### config.mk
export PLATFORM = sky130hd
export DESIGN_NAME = sdram_req_scheduler
export DESIGN_NICKNAME = d
export VERILOG_FILES = /design/src/rtl/axi2sdram_pkg.sv /design/src/rtl/sdram_req_scheduler_rd_timeout_counter.sv /design/src/rtl/sdram_req_scheduler.sv
export SDC_FILE = /design/constraint.sdc
export NUM_CORES = 1
export LEC_CHECK = 0
export CORE_UTILIZATION = 43
export CTS_CLUSTER_DIAMETER = 200
export DETAILED_ROUTE_END_ITERATION = 16
export PLACE_DENSITY_LB_ADDON = 0.12
export SETUP_SLACK_MARGIN = 0.3
export SLEW_MARGIN = 20
export SYNTH_ARGS = -nofsm -noshare
export SYNTH_HDL_FRONTEND = slang
export SYNTH_SLANG_ARGS = --single-unit
### constraint.sdc
create_clock -name s_axil_clk -period 3.7 [get_ports s_axil_clk]
set_input_delay 0.37 -clock s_axil_clk [delete_from_list [all_inputs] [get_ports s_axil_clk]]
set_output_delay 0.37 -clock s_axil_clk [all_outputs]
set_load 0.02 [all_outputs]
### src/rtl/axi2sdram_pkg.sv
// Shared types for the AXI-Lite to SDRAM request path.
// Scheduler state encoding and the read-timeout filler word.
package axi2sdram_pkg;

    typedef enum logic [1:0] {
        IDLE,
        ISSUE,
        WAIT_RD,
        PUSH_RD
    } sched_state_e;

    localparam logic [31:0] RD_FILLER = 32'hDEAD_BEEF;

endpackage

### src/rtl/sdram_req_scheduler_rd_timeout_counter.sv
// Read-wait cycle counter for the SDRAM request scheduler.
// Saturates at MAX_COUNT; tc stays high until the next clear.
module rd_timeout_counter #(
    parameter int MAX_COUNT = 255
) (
    input  logic clk,
    input  logic rst_n,
    input  logic clr,
    input  logic en,
    output logic tc
);

    localparam int CW = (MAX_COUNT < 2) ? 1 : $clog2(MAX_COUNT + 1);

    logic [CW-1:0] cnt_q;
    logic [CW-1:0] cnt_d;

    assign tc = (cnt_q == CW'(MAX_COUNT));

    always_comb begin
        cnt_d = cnt_q;
        if (clr) begin
            cnt_d = '0;
        end else if (en && !tc) begin
            cnt_d = cnt_q + 1'b1;
        end
    end

    always_ff @(posedge clk or negedge rst_n) begin
        if (!rst_n) begin
            cnt_q <= '0;
        end else begin
            cnt_q <= cnt_d;
        end
    end

endmodule

### src/rtl/sdram_req_scheduler.sv
// Pops AXI-Lite transactions from the RW/address/data FIFOs in order and
// issues them one at a time to the SDRAM controller, returning read data.
module sdram_req_scheduler
    import axi2sdram_pkg::*;
#(
    parameter int ADDR_WIDTH       = 32,
    parameter int DATA_WIDTH       = 32,
    parameter int SDRAM_ADDR_WIDTH = 24,
    parameter int RD_TIMEOUT       = 255
) (
    input  logic                        s_axil_clk,
    input  logic                        s_axil_resetn,
    input  logic                        rw_fifo_dout,
    input  logic                        rw_fifo_empty,
    output logic                        rw_fifo_rd_en,
    input  logic [ADDR_WIDTH-1:0]       waddr_fifo_dout,
    input  logic                        waddr_fifo_empty,
    output logic                        waddr_fifo_rd_en,
    input  logic [DATA_WIDTH-1:0]       wdata_fifo_dout,
    input  logic                        wdata_fifo_empty,
    output logic                        wdata_fifo_rd_en,
    input  logic [ADDR_WIDTH-1:0]       raddr_fifo_dout,
    input  logic                        raddr_fifo_empty,
    output logic                        raddr_fifo_rd_en,
    output logic [DATA_WIDTH-1:0]       rdata_fifo_din,
    output logic                        rdata_fifo_wr_en,
    input  logic                        rdata_fifo_full,
    output logic                        ctrl_req_valid,
    input  logic                        ctrl_req_ready,
    output logic                        ctrl_req_wr,
    output logic [SDRAM_ADDR_WIDTH-1:0] ctrl_req_addr,
    output logic [DATA_WIDTH-1:0]       ctrl_req_wdata,
    input  logic                        ctrl_rd_valid,
    input  logic [DATA_WIDTH-1:0]       ctrl_rd_data,
    output logic                        busy,
    output logic                        rd_timeout_err
);

    localparam logic [DATA_WIDTH-1:0] FILL = DATA_WIDTH'(RD_FILLER);

    sched_state_e state_q, state_d;

    logic                        req_valid_q, req_valid_d;
    logic                        req_wr_q, req_wr_d;
    logic [SDRAM_ADDR_WIDTH-1:0] req_addr_q, req_addr_d;
    logic [DATA_WIDTH-1:0]       req_wdata_q, req_wdata_d;
    logic [DATA_WIDTH-1:0]       rdata_q, rdata_d;
    logic                        tmo_err_q, tmo_err_d;
    logic                        busy_q, busy_d;
    logic                        rw_pop_q, rw_pop_d;
    logic                        waddr_pop_q, waddr_pop_d;
    logic                        wdata_pop_q, wdata_pop_d;
    logic                        raddr_pop_q, raddr_pop_d;

    logic cnt_clr;
    logic cnt_en;
    logic cnt_tc;

    // Only the word-address slice is forwarded; byte-lane and high bits drop.
    logic unused_addr_bits;
    assign unused_addr_bits = ^{waddr_fifo_dout, raddr_fifo_dout};

    rd_timeout_counter #(
        .MAX_COUNT (RD_TIMEOUT)
    ) u_rd_timeout_counter (
        .clk   (s_axil_clk),
        .rst_n (s_axil_resetn),
        .clr   (cnt_clr),
        .en    (cnt_en),
        .tc    (cnt_tc)
    );

    always_comb begin
        state_d     = state_q;
        req_valid_d = req_valid_q;
        req_wr_d    = req_wr_q;
        req_addr_d  = req_addr_q;
        req_wdata_d = req_wdata_q;
        rdata_d     = rdata_q;
        tmo_err_d   = tmo_err_q;
        rw_pop_d    = 1'b0;
        waddr_pop_d = 1'b0;
        wdata_pop_d = 1'b0;
        raddr_pop_d = 1'b0;
        cnt_clr     = 1'b0;
        cnt_en      = 1'b0;

        unique case (state_q)
            IDLE: begin
                if (!rw_fifo_empty) begin
                    if (rw_fifo_dout) begin
                        if (!waddr_fifo_empty && !wdata_fifo_empty) begin
                            rw_pop_d    = 1'b1;
                            waddr_pop_d = 1'b1;
                            wdata_pop_d = 1'b1;
                            req_addr_d  = waddr_fifo_dout[SDRAM_ADDR_WIDTH+1:2];
                            req_wdata_d = wdata_fifo_dout;
                            req_wr_d    = 1'b1;
                            req_valid_d = 1'b1;
                            state_d     = ISSUE;
                        end
                    end else if (!raddr_fifo_empty) begin
                        rw_pop_d    = 1'b1;
                        raddr_pop_d = 1'b1;
                        req_addr_d  = raddr_fifo_dout[SDRAM_ADDR_WIDTH+1:2];
                        req_wr_d    = 1'b0;
                        req_valid_d = 1'b1;
                        state_d     = ISSUE;
                    end
                end
            end
            ISSUE: begin
                if (ctrl_req_ready) begin
                    req_valid_d = 1'b0;
                    cnt_clr     = 1'b1;
                    state_d     = req_wr_q ? IDLE : WAIT_RD;
                end
            end
            WAIT_RD: begin
                cnt_en = 1'b1;
                if (ctrl_rd_valid) begin
                    rdata_d = ctrl_rd_data;
                    state_d = PUSH_RD;
                end else if (cnt_tc) begin
                    // Complete the AXI read with a marker word rather than hang.
                    rdata_d   = FILL;
                    tmo_err_d = 1'b1;
                    state_d   = PUSH_RD;
                end
            end
            PUSH_RD: begin
                if (!rdata_fifo_full) begin
                    state_d = IDLE;
                end
            end
            default: state_d = IDLE;
        endcase

        busy_d = (state_d != IDLE);
    end

    always_ff @(posedge s_axil_clk or negedge s_axil_resetn) begin
        if (!s_axil_resetn) begin
            state_q     <= IDLE;
            req_valid_q <= 1'b0;
            req_wr_q    <= 1'b0;
            req_addr_q  <= '0;
            req_wdata_q <= '0;
            rdata_q     <= '0;
            tmo_err_q   <= 1'b0;
            busy_q      <= 1'b0;
            rw_pop_q    <= 1'b0;
            waddr_pop_q <= 1'b0;
            wdata_pop_q <= 1'b0;
            raddr_pop_q <= 1'b0;
        end else begin
            state_q     <= state_d;
            req_valid_q <= req_valid_d;
            req_wr_q    <= req_wr_d;
            req_addr_q  <= req_addr_d;
            req_wdata_q <= req_wdata_d;
            rdata_q     <= rdata_d;
            tmo_err_q   <= tmo_err_d;
            busy_q      <= busy_d;
            rw_pop_q    <= rw_pop_d;
            waddr_pop_q <= waddr_pop_d;
            wdata_pop_q <= wdata_pop_d;
            raddr_pop_q <= raddr_pop_d;
        end
    end

    // Push is combinational on full so a held word lands the cycle full drops.
    assign rdata_fifo_wr_en = (state_q == PUSH_RD) && !rdata_fifo_full;
    assign rdata_fifo_din   = rdata_q;
    assign rw_fifo_rd_en    = rw_pop_q;
    assign waddr_fifo_rd_en = waddr_pop_q;
    assign wdata_fifo_rd_en = wdata_pop_q;
    assign raddr_fifo_rd_en = raddr_pop_q;
    assign ctrl_req_valid   = req_valid_q;
    assign ctrl_req_wr      = req_wr_q;
    assign ctrl_req_addr    = req_addr_q;
    assign ctrl_req_wdata   = req_wdata_q;
    assign busy             = busy_q;
    assign rd_timeout_err   = tmo_err_q;

endmodule

==> metrics.md <==
| Metric | Value |
|---|---|
| Status | complete, no violations |
| Reg2reg end | ctrl_req_wdata[27] |
| Worst-path cell chain | inv_1 -> nor3b_1 -> clkdlybuf4s50_1 |
| Synthesized area | 4680 µm² |
| Setup TNS | 0 ns |
| GRT Total Usage | 21.5% |
| Initial antenna violation count | 0 |
| Slew HR | 45.8% |
| Library cells used by synthesis | 45 |
| Leak | 3.00 nW |
| Setup Fix Bufs, Post-CTS | 0 |
| Placed cells | 698 |
| Maximum VDD drop | 411 µV |
| Die extent in x | 106 µm |
| Largest net degree at the start of global routing | 66 |
| Asr flop ratio synth | 100% |
| Final hold vios | 0 |
| Synth top area share | 56.2% |
| Post-synth EDFFs | 0 |
| CTS sink cnt | 105 |
| Syn nets | 501 |
| Clock tree buffer depth | 2 |
| Number of global-route vias before repair | 3920 |
| Register bit count reported by yosys | 105 |
| Most frequent cell after synthesis | dfrtp_1 |
| Finish-stage setup viols | 0 |
| Number of port buffers | 218 |
| Worst setup SP type | flip-flop |
| WP data arrival | 1.91 ns |
| Post-route insts no fill | 713 |
| Critical path type | reg2out |
| Placed cell area | 6920 µm² |
| Ports | 235 |
| Final Max Slew Viols | 0 |
| Largest stage delay, worst path | 0.68 ns |
| RSZ-0062 raised after global routing | false |
| Worst Path Required | 3.33 ns |
| Fmax | 438 MHz |
| Core Rows | 37 |
| Post-DRT Antenna Nets | 0 |
| Post-DP HPWL | 8490 µm |
| Layout area overhead | 52.5% |
| Syn avg cell area | 12.9 µm² |
| Worst min path class | in2async |
| Worst Skew | 0.00951 ns |
| Synth Flop Type | dfrtp_1 |
| Die area | 11300 µm² |
| Cell taking the most area after synthesis | dfrtp_1 |
| Worst Path Buf+Inv | 2 |
| R2R Path Start | state_q[1] |
| Post-route minimum period | 2.28 ns |
| Finished Core Util | 68.5% |
| Ratio of cells with drive above 1 in the final layout | 20.3% |
| Inserted Clock Buffers | 9 |
| Reg clk slew, reported paths | 0.09 ns |
| Max-cap violations | 0 |
| DRT Wirelength | 11600 µm |
| Max H-tree Level | 3 |
| DR vias | 3707 |
| Hold Buf Count CTS | 0 |
| Core ar. | 10400 µm² |
| Design Power | 5.37 mW |
| Slowest CP cell | clkdlybuf4s50_1 |
| Crit share post-route | 61.6% |
| Ant diodes | 0 |
| Seq/Total Area, Yosys | 56.2% |
| Largest cells by area after synthesis | dfrtp_1, mux2_2, mux2_4, o22ai_1, a21oi_1 |
| Crit. End Element | output port |
| Final net count | 712 |
| Die Y | 106 µm |
| Gp weighted congestion | 0.812 |
| Worst slew pin tran | 0.813 ns |
| Post-synth top cells | dfrtp_1, mux2_2, nor2_1 |
| GR Overflow Total | 0 |
| Critical Path Fanout Max | 11 |
| Initial core utilization | 44.9% |
| DR pass1 iterations | 4 |
| Starting DRC count in detailed routing | 171 |
| Vias/cell | 5.20 |
| Worst-Skew Late Latency | 0.36 ns |
| CTS tree | yes |
| Crit-path leading delay family | buffers and inverters |
| DRC violations left | 0 |
| Fin area | 7130 µm² |
| R2R Setup Slk | 1.75 ns |
| R2r worst-path depth | 3 |
| Ys Warns | 0 |
| Mapped Cells | 362 |
| Wire per inst | 16.3 µm |
| Pwr dens | 753 nW/µm² |
| Cts repair resizes | 0 |
| Global-route wire length before repair | 19100 µm |
| Clk root buf | clkbuf_8 |
==> layer usage <==
layer	GRT usage, %	vias up	share of wire [%]	wire length (µm)
met2	36.2	140	50	5880
met3	4.72	18	6.8	796
li1	-	1735	-	-
met5	0	-	0	0
met4	8.43	0	2.0	228
met1	26.8	1814	41	4750
==> flip-flops by register name (all words and copies together) (netlist names), 2 cells and up <==
name,cells
rdata_fifo_din,32
ctrl_req_addr,24
ctrl_req_wdata,32
state_q,2
u_rd_timeout_counter.cnt_q,8
==> metrics by stage <==
stage,hold WS (ns),worst slack (ns)
6_report,0.0695,1.42
3_3_place_gp,0.458,1.42
2_1_floorplan,0.0744,2.16
5_1_grt,0.106,1.34
3_5_place_dp,0.471,1.36
4_1_cts,0.0715,1.39
==> logic make-up (layout without fill, tap and decap cells) <==
kind of cell	count (synthesis)	in the layout	share of synthesized area [%]
simple gates	58	58	6.45
buf+inv	31	246	3.88
fa+ha+maj	1	1	0.267
mux	84	84	21.7
flops	105	105	56.2
compound gates	83	83	11.5
==> placed cells by master, fill, tap and decap left out, types with 4 or more instances in the layout <==
cell	instances
dfrtp_1	105
a22o_1	8
o21ai_0	7
a31o_2	8
mux2i_1	4
o22ai_1	24
clkdlybuf4s50_1	217
inv_1	5
nand2_1	7
clkbuf_8	9
mux2_2	60
buf_4	7
nor2_1	28
mux2_4	20
a21oi_1	26
==> power by group <==
group          leakage (nW)  internal (mW)  switching (mW)
Combinational          1.60           1.45            1.21
Clock                 0.109          0.376           0.378
Sequential             1.29           1.63           0.323
Total                  3.00           3.46            1.91
==> layout make-up <==
cell class / count / area (µm²)
Fill cell: 807 / 3280
Clock buffer: 9 / 124
Timing Repair Buffer: 224 / 2220
Tap cell: 136 / 170
Inverter: 7 / 28.8
Multi-Input combinational cell: 226 / 1870
Sequential cell: 105 / 2630
Clock inverter: 6 / 83.8
==> worst max-delay path by stage <==
stage	from	depth (start not counted)	end
after global routing	state_q[0]	3	rdata_fifo_wr_en
final	state_q[0]	3	rdata_fifo_wr_en
after CTS	state_q[0]	3	rdata_fifo_wr_en
after floorplan	rw_fifo_dout	4	ctrl_req_addr[12]
after global placement	rw_fifo_dout	4	ctrl_req_wdata[28]
after detailed placement	rw_fifo_dout	4	ctrl_req_wdata[27]
Power figures use the tool's default switching activity.
